**config.mk**
```make
export PLATFORM = sky130hd
export DESIGN_NAME = hello_rom
export DESIGN_NICKNAME = d
export VERILOG_FILES = /design/src/rtl/hello_pkg.sv /design/src/rtl/hello_rom.sv
export SDC_FILE = /design/constraint.sdc
export NUM_CORES = 1
export LEC_CHECK = 0
export ABC_AREA = 0
export ABC_CLOCK_PERIOD_IN_PS = 1500
export CAP_MARGIN = 10
export CORE_AREA = 8 8 45 47
export DETAILED_ROUTE_END_ITERATION = 10
export DIE_AREA = 0 0 53 55
export MAX_ROUTING_LAYER = met4
export PLACE_DENSITY = 0.52
export SYNTH_ARGS = -nofsm -noshare
export SYNTH_HDL_FRONTEND = slang
export SYNTH_SLANG_ARGS = --single-unit
export TNS_END_PERCENT = 30
```
**constraint.sdc**
```tcl
create_clock -name vclk -period 1.5
set_input_delay 0.375 -clock vclk [all_inputs]
set_output_delay 0.375 -clock vclk [all_outputs]
set_load 0.05 [all_outputs]
```
**src/rtl/hello_pkg.sv**
```systemverilog
// Shared definitions for the "Hello World!" generator and checker.
package hello_pkg;

   localparam int unsigned MSG_LEN = 12;

   localparam logic [7:0] CH_H     = 8'd72;
   localparam logic [7:0] CH_E     = 8'd101;
   localparam logic [7:0] CH_L     = 8'd108;
   localparam logic [7:0] CH_O     = 8'd111;
   localparam logic [7:0] CH_SPACE = 8'd32;
   localparam logic [7:0] CH_W     = 8'd87;
   localparam logic [7:0] CH_R     = 8'd114;
   localparam logic [7:0] CH_D     = 8'd100;
   localparam logic [7:0] CH_BANG  = 8'd33;

   typedef enum logic [1:0] {IDLE, HUNT, MATCH, DONE} state_t;

endpackage

```
**src/rtl/hello_rom.sv**
```systemverilog
// Combinational message position -> expected ASCII character lookup.
module hello_rom #(
   parameter int unsigned IDX_W = 4
) (
   input  logic [IDX_W-1:0] _index,
   output logic [7:0]       _letter
);
   import hello_pkg::*;

   always_comb begin
      _letter = '0;
      case (int'(_index))
         0:       _letter = CH_H;
         1:       _letter = CH_E;
         2:       _letter = CH_L;
         3:       _letter = CH_L;
         4:       _letter = CH_O;
         5:       _letter = CH_SPACE;
         6:       _letter = CH_W;
         7:       _letter = CH_O;
         8:       _letter = CH_R;
         9:       _letter = CH_L;
         10:      _letter = CH_D;
         11:      _letter = CH_BANG;
         default: _letter = '0;
      endcase
   end

endmodule

```
== After elaboration in Yosys (flattened, before gate mapping) ==
Memory sizes are Yosys's and may differ from the RTL's.
Index checks and enable logic that the tools add are counted.

* Logic and storage cells: 1
* Output and inout bits: 8
* Memories kept: 1
* Flip-flop bits (word level): 0
* Input port bits: 4
* ROM bits: 112

{| class="wikitable"
|+ Memories
! memory !! depth !! bits a word !! read ports !! clocked after Yosys merged registers in !! wr ports !! RTL line !! text
|-
| (name not given) || 16 || 7 || 1 || 0 || 0 || hello_rom.sv:12 || <nowiki>case (int'(_index))</nowiki>
|}

== Depth between registers and ports, before layout ==
Gate-level depths: netlist of run 1.
An unclocked memory read counts as a cell.

* Depth in word-level cells: 1
* Gate-level depth with buffers: 5
* Depth with buffers taken out: 5

== Least setup slack after synthesis of run 1 ==
Ideal clock, no wire load.

* Path type: in2out
* Start point: input _index[0]
* End point: output _letter[3]
* Path buffers: 0
* Stages: 5
* Data arrival time: 1.638 ns
* Slack: -0.513 ns
* Required time: 1.125 ns
* Cell sequence: inv_1 > ha_1 > mux2i_1 > nor2_1 > a21oi_1

* Word-level cells in the longest chain between the ends: 1

{| class="wikitable"
|+ RTL lines
! item !! RTL line !! text
|-
| start: declaration || hello_rom.sv:5 || <nowiki>input logic [IDX_W-1:0] _index,</nowiki>
|-
| $mem_v2 Z16 W7 || n/a ||
|-
| end: declaration || hello_rom.sv:6 || <nowiki>output logic [7:0] _letter</nowiki>
|}

No other way between the ends.

== Worst setup path in the final report of run 1 ==
* Start point: input _index[1]
* End point: output _letter[2]

Same word-level chain as after synthesis.

==> impl_metrics.tcl, run 1 <==
set metrics [dict create \
    grt_max_degree 7 \
    die_h_um 55 \
    wl_met3_um 29 \
    synth_top_area_frac 0.291 \
    ys_types 19 \
    hold_viol_final 0 \
    synthSimpleGateAreaFrac 0.248 \
    grt_usage 0.0539 \
    via_per_inst 4.33 \
    drt_wl_total_um 708 \
    drt-met1-wl_um 229 \
    io_buffers 11 \
    drc_errors 0 \
    nets 60 \
    finalPower_mw 0.241 \
    worstPathMaxFanout 3 \
    max_cap_violations 0 \
    ctsHoldBuffers 0 \
    rsz0062_at_grt "true" \
    final_common_cell "buf_12" \
    fp.dieArea_sq_mm 0.00292 \
    leakagePower_nw 0.267 \
    synth_fa_ha_area_frac 0.291 \
    worstPathArrival_ps 1230 \
    wl_met2_um 450 \
    ir_drop_v 0.000124 \
    seqCellArea_sq_um 0 \
    start_util 0.186 \
    ys.warnings.count 0 \
    wl_per_cell_um 11.1 \
    finalSetupViolCount 5 \
    ant_nets 0 \
    fillers 138 \
    synthCells 32 \
    cp-start-kind "input port" \
    multi_input_area_sq_um 290 \
    ys_seq_area_frac 0 \
    n_antenna_cell 0 \
    areaGrowthSynthToFinish_pct 129 \
    slew_viol_final 0 \
    fin_crit_sh 1.07 \
    synthTopCellsByArea "ha_1 29%, nand2b_4 11%, buf_4 5.8%" \
    seq_cell_count 0 \
    synthXorXnorAreaFrac 0 \
    ios 12 \
    whs_ps 1170 \
    cts_setup_buffers 0 \
    synth_top_family_by_area "adder cells" \
    layout_common_cells "8 x buf_12, 4 x buf_4" \
    fmax_mhz 624 \
    critical_path_required_ps 1120 \
    vias 277 \
    outcome "finished with violations" \
    failed_checks "negative setup slack" \
    synthMuxAreaShare 0.0388 \
    synth_compound_area_frac 0.262 \
    path_class "in2out" \
    synth_top_area_cell "ha_1" \
    dp_hpwl_um 568 \
    worst_slack_ps -102 \
    core_area_sq_mm 0.00138 \
    grt_overflow 0 \
    post_synth.cell_area_avg_sq_um 8.05 \
    endpoint_kind "primary output" \
    period_needed_ps 1600 \
    drtIter0Drc 2 \
    postSynthNetCount 42 \
    grt_pass1_wl_um 1260 \
    topRoutingLayerUsed "met3" \
    row_count 14 \
    firstDrtPassIters 4 \
    powerDensity_mw_per_mm2 408 \
    drive_gt1_frac 0.729 \
    synth_area_sq_um 258 \
    hold_class "in2out" \
    clkbuf_count 0 \
    grt_antenna_before_repair 0 \
    finalWeightedCongestion 0.709 \
    grt_pass1_vias 299 \
    die_w_um 53 \
]
[report_power, final]
group	total, mW	switching, mW	internal (mW)
registers	0	0	0
clock network	0	0	0
logic	0.241	0.123	0.118
total	0.241	0.123	0.118
[cell usage after synthesis (all sizes together)]
| master | n |
|---|---|
| ha | 6 |
| o21ai | 4 |
| buf | 3 |
| inv | 3 |
| nand2 | 3 |
| a21o | 2 |
| a21oi | 2 |
| nand2b | 2 |
| conb | 1 |
| mux2i | 1 |
| nand3b | 1 |
| nor2 | 1 |
| nor2b | 1 |
| o21a | 1 |
| o31a | 1 |
[cell type report]
class                      instances  share of cell area
tap                               16              0.0339
multi-input combinational         26               0.492
inverter                           3              0.0445
timing repair buffer              19               0.430
[through the flow]
| step | cells | util | cell area, sq um | setup TNS (ps) | worst slack (ps) |
|---|---|---|---|---|---|
| finish | 64 | 0.427 | 591 | -412 | -102 |
| global route | 64 | 0.427 | 591 | -616 | -134 |
| CTS | 64 | 0.424 | 587 | -512 | -131 |
| detailed placement | 63 | 0.372 | 514 | -3900 | -680 |
| global placement | 63 | 0.372 | 514 | -3870 | -671 |
| floorplan | 32 | - | 288 | -376 | -117 |
[layer usage]
metal,vias to the layer above,track usage
met5,-,-
met4,0,0
met3,0,0
met2,5,0.123
met1,137,0.0498
li1,135,-
[final timing paths]
check,start,to,depth (start not counted)
max,_index[1],_letter[2],7
min,_index[3],_letter[5],3
[logic make-up (layout without fill, tap and decap cells)]
logic type | Yosys count | in the layout
AOI/OAI and AO/OA | 10 | 10
adders and majority gates | 6 | 6
buffers and inverters | 6 | 22
muxes | 1 | 1
other | 1 | 1
and+or+nand+nor | 8 | 8
[worst max-delay path, stage by stage]
cell	delay [ps]
buf_8	90
inv_8	40
ha_4	150
nand2b_4	150
o21a_1	130
o21ai_4	150
buf_12	150
[what timing repair did]
action / 4_1_cts / 5_1_grt
cloned: 1 / 0
endpoints found under the hold margin: 0 / 0
pin swaps: 3 / 2
gates resized for setup: 36 / 4
endpoints found under the setup margin: 7 / 7
Power figures use the tool's default switching activity.
==> run 2: changes to the inputs <==
--- a/config.mk
+++ b/config.mk
@@ -13,6 +13,8 @@
 export DIE_AREA = 0 0 53 55
 export MAX_ROUTING_LAYER = met4
 export PLACE_DENSITY = 0.52
+export RECOVER_POWER = 50
+export REMOVE_ABC_BUFFERS = 1
 export SYNTH_ARGS = -nofsm -noshare
 export SYNTH_HDL_FRONTEND = slang
 export SYNTH_SLANG_ARGS = --single-unit
==> impl_metrics.tcl, run 2 (same netlist as run 1, synthesis figures left out) <==
set metrics [dict create \
    seq_cell_count 0 \
    crit_slowest_cell "ha_4" \
    ios 12 \
    wl_per_cell_um 10.3 \
    ant_nets 0 \
    leakagePower_nw 0.291 \
    grt_pass1_wl_um 1170 \
    grt_usage 0.0500 \
    powerDensity_mw_per_mm2 392 \
    endpoint_kind "primary output" \
    post-place-ws_ps -717 \
    worstPathArrival_ps 1310 \
    slowest_delay_ps 160 \
    vias 275 \
    combPwrFrac 1.000 \
    drc_errors 0 \
    path_delay_family "buffers and inverters" \
    row_count 14 \
    fin_crit_sh 1.12 \
    max_cap_violations 0 \
    finalWeightedCongestion 0.700 \
    period_needed_ps 1690 \
    numPlacedInstances 66 \
    tns_ps -804 \
    areaGrowthSynthToFinish_pct 147 \
    switching_share 0.490 \
    clkbuf_count 0 \
    drtIter0Drc 1 \
    crit_cells 7 \
    grt_overflow 0 \
    cp.buffers_inverters 3 \
    die_w_um 53 \
    p_clk_frac 0 \
    die_h_um 55 \
    fmax_mhz 593 \
    path_class "in2out" \
    seqCellArea_sq_um 0 \
    cp-start-kind "input port" \
    layout_common_cells "7 x buf_12, 7 x buf_4, 4 x ha_4, 4 x buf_6, 3 x o21ai_2" \
    n_antenna_cell 0 \
    firstDrtPassIters 2 \
    outcome "finished with violations" \
    drive_gt1_frac 0.769 \
    critical_path_required_ps 1120 \
    slew_viol_final 0 \
    drt_wl_total_um 701 \
    hold_viol_final 0 \
    failed_checks "negative setup slack" \
    grt_pass1_vias 285 \
    p_switching_mw 0.122 \
    fillers 142 \
    io_buffers 11 \
    grt_max_degree 7 \
    rsz0062_at_grt "true" \
    finalSetupViolCount 6 \
    p_int_mw 0.127 \
    min_path_cells 3 \
    fp.dieArea_sq_mm 0.00292 \
    grt_antenna_before_repair 0 \
    worst_slack_ps -187 \
    via_per_inst 4.04 \
    start_util 0.186 \
    ir_drop_v 0.000136 \
    nets 64 \
    ctsHoldBuffers 0 \
    pwr-share-seq 0 \
    fin_cells 68 \
    core_area_sq_mm 0.00138 \
    worstPathMaxFanout 3 \
    hold_class "in2out" \
    path_cells "buf_8 -> buf_6 -> ha_4 -> nand2b_4 -> o21a_1 -> o21ai_2 -> buf_12" \
]
==> run 2: layer usage <==
metal  global-route usage  share of wire  vias up
met4                    0              0        0
met5                    -              0        -
met1               0.0558           0.37      124
met2               0.0977           0.56        6
li1                     -              -      145
met3              0.00535          0.066        0
==> run 2: cell type report <==
cell class / instances / area, sq um / share of cell area
inverters: 3 / 18.8 / 0.0295
repair buffers: 23 / 309 / 0.486
multi-input cells: 26 / 288 / 0.453
well taps: 16 / 20.0 / 0.0315
==> run 2: power by group through the flow <==
stage | logic (mW) | clock network, mW | registers, mW
after floorplan | 0.0987 | 0 | 0
after global placement | 0.213 | 0 | 0
after detailed placement | 0.213 | 0 | 0
after CTS | 0.248 | 0 | 0
after global routing | 0.262 | 0 | 0
final | 0.249 | 0 | 0
==> run 2: what timing repair did <==
item | in CTS | in global routing
setup endpoints to repair | 7 | 7
resized for setup | 39 | 6
pin swaps | 6 | 5
buffers inserted | 2 | 0
==> run 2: tightest hold or removal path, delay by kind of cell <==
kind	cells	cell delay, ps
AOI/OAI and AO/OA	1	90
buffers and inverters	2	310
==> run 2: worst paths after layout <==
check                 startpoint         end  slack, ps
worst max-delay path   _index[0]  _letter[2]       -190
worst min-delay path   _index[2]  _letter[6]       1160
==> run 2: through the flow <==
stage	area, sq um	utilization	hold WS (ps)	total power [mW]
after global placement	507	0.366	1650	0.213
final	636	0.459	1160	0.249
after floorplan	231	-	1010	0.0987
after detailed placement	507	0.366	1650	0.213
after CTS	618	0.447	1260	0.248
after global routing	636	0.459	1180	0.262
==> run 3: changes to the inputs <==
--- a/config.mk
+++ b/config.mk
@@ -15,6 +15,7 @@
 export PLACE_DENSITY = 0.52
 export RECOVER_POWER = 50
 export REMOVE_ABC_BUFFERS = 1
+export SETUP_SLACK_MARGIN = 0.5
 export SYNTH_ARGS = -nofsm -noshare
 export SYNTH_HDL_FRONTEND = slang
 export SYNTH_SLANG_ARGS = --single-unit
==> impl_metrics.tcl, run 3 (same netlist as run 1, synthesis figures left out) <==
set metrics [dict create \
    period_needed_ps 1690 \
    seqCellArea_sq_um 0 \
    fillers 145 \
    worstPathArrival_ps 1310 \
    slew_viol_final 0 \
    p_clk_frac 0 \
    firstDrtPassIters 2 \
    die_w_um 53 \
    fin_crit_sh 1.12 \
    grt_usage 0.0500 \
    vias 273 \
    cp-startpoint "_index[0]" \
    fin_cells 68 \
    path_delay_family "buffers and inverters" \
    grt_pass1_vias 285 \
    grt_max_degree 7 \
    ant_nets 0 \
    critical_path_required_ps 1120 \
    p_switching_mw 0.120 \
    endpoint_kind "primary output" \
    ir_drop_v 0.000136 \
    failed_checks "negative setup slack" \
    start_util 0.186 \
    worst_slack_ps -187 \
    combPwrFrac 1.000 \
    finalSetupViolCount 7 \
    ios 12 \
    drive_gt1_frac 0.769 \
    nets 64 \
    row_count 14 \
    powerDensity_mw_per_mm2 395 \
    hold_viol_final 0 \
    cp.buffers_inverters 3 \
    path_cells "buf_8 -> buf_6 -> ha_4 -> nand2b_4 -> o21a_1 -> o21ai_2 -> buf_12" \
    switching_share 0.490 \
    pwr-share-seq 0 \
    min_from "_index[2]" \
    areaGrowthSynthToFinish_pct 141 \
    leakagePower_nw 0.288 \
    worstPathMaxFanout 3 \
    finalWeightedCongestion 0.700 \
    io_buffers 11 \
    final_core_utilization 0.449 \
    grt_antenna_before_repair 0 \
    grt_pass1_wl_um 1170 \
    seq_cell_count 0 \
    fin_area_sq_um 622 \
    path_class "in2out" \
    clkbuf_count 0 \
    crit_slowest_cell "ha_4" \
    wl_per_cell_um 10.3 \
    drt_wl_total_um 702 \
    final_common_cell "buf_4" \
    drc_errors 0 \
    core_area_sq_mm 0.00138 \
    drtIter0Drc 1 \
    post-place-ws_ps -717 \
    max_cap_violations 0 \
    grt_overflow 0 \
    layout_common_cells "8 x buf_4, 7 x buf_12, 3 x o21ai_2, 3 x ha_4, 3 x buf_6" \
    rsz0062_at_grt "true" \
    via_per_inst 4.01 \
    fmax_mhz 593 \
    fp.dieArea_sq_mm 0.00292 \
    hold_class "in2out" \
    n_antenna_cell 0 \
    multi_input_area_sq_um 278 \
    p_int_mw 0.125 \
    cp-start-kind "input port" \
    numPlacedInstances 66 \
    die_h_um 55 \
    dpl-instance-area_sq_um 507 \
    outcome "finished with violations" \
    slowest_delay_ps 160 \
]
-- run 3: timing repair --
| action | 4_1_cts | 5_1_grt |
|---|---|---|
| pin swaps | 7 | 4 |
| hold buffers | 0 | 0 |
| setup buffers | 2 | 0 |
| setup endpoints to repair | 7 | 7 |
| resized for setup | 39 | 4 |
-- run 3: worst paths after layout --
path | endpoint | slack, ps | cells after the start
setup / recovery | _letter[2] | -190 | 7
hold / removal | _letter[6] | 1160 | 3
-- run 3: power groups by stage --
stage / clock, mW / combinational [mW] / sequential (mW)
after CTS: 0 / 0.248 / 0
after global placement: 0 / 0.213 / 0
after detailed placement: 0 / 0.213 / 0
after floorplan: 0 / 0.0987 / 0
final: 0 / 0.246 / 0
after global routing: 0 / 0.259 / 0
-- run 3: metal layers --
layer	GRT usage	vias up	wire length, um
met5	-	-	0
met4	0	0	0
met3	0.00535	0	46
met2	0.0977	6	397
met1	0.0558	123	258
li1	-	144	-
-- run 3: area by class of cell --
type / instances / area share
inverters: 3 / 0.0302
multi-input cells: 26 / 0.447
well taps: 16 / 0.0322
repair buffers: 23 / 0.491
-- run 3: per-stage QoR --
| step | hold slack (ps) | setup TNS (ps) | total power, mW |
|---|---|---|---|
| after CTS | 1260 | -945 | 0.248 |
| after floorplan | 1010 | -1930 | 0.0987 |
| after global placement | 1650 | -4390 | 0.213 |
| after global routing | 1180 | -1090 | 0.259 |
| final | 1160 | -814 | 0.246 |
| after detailed placement | 1650 | -4380 | 0.213 |
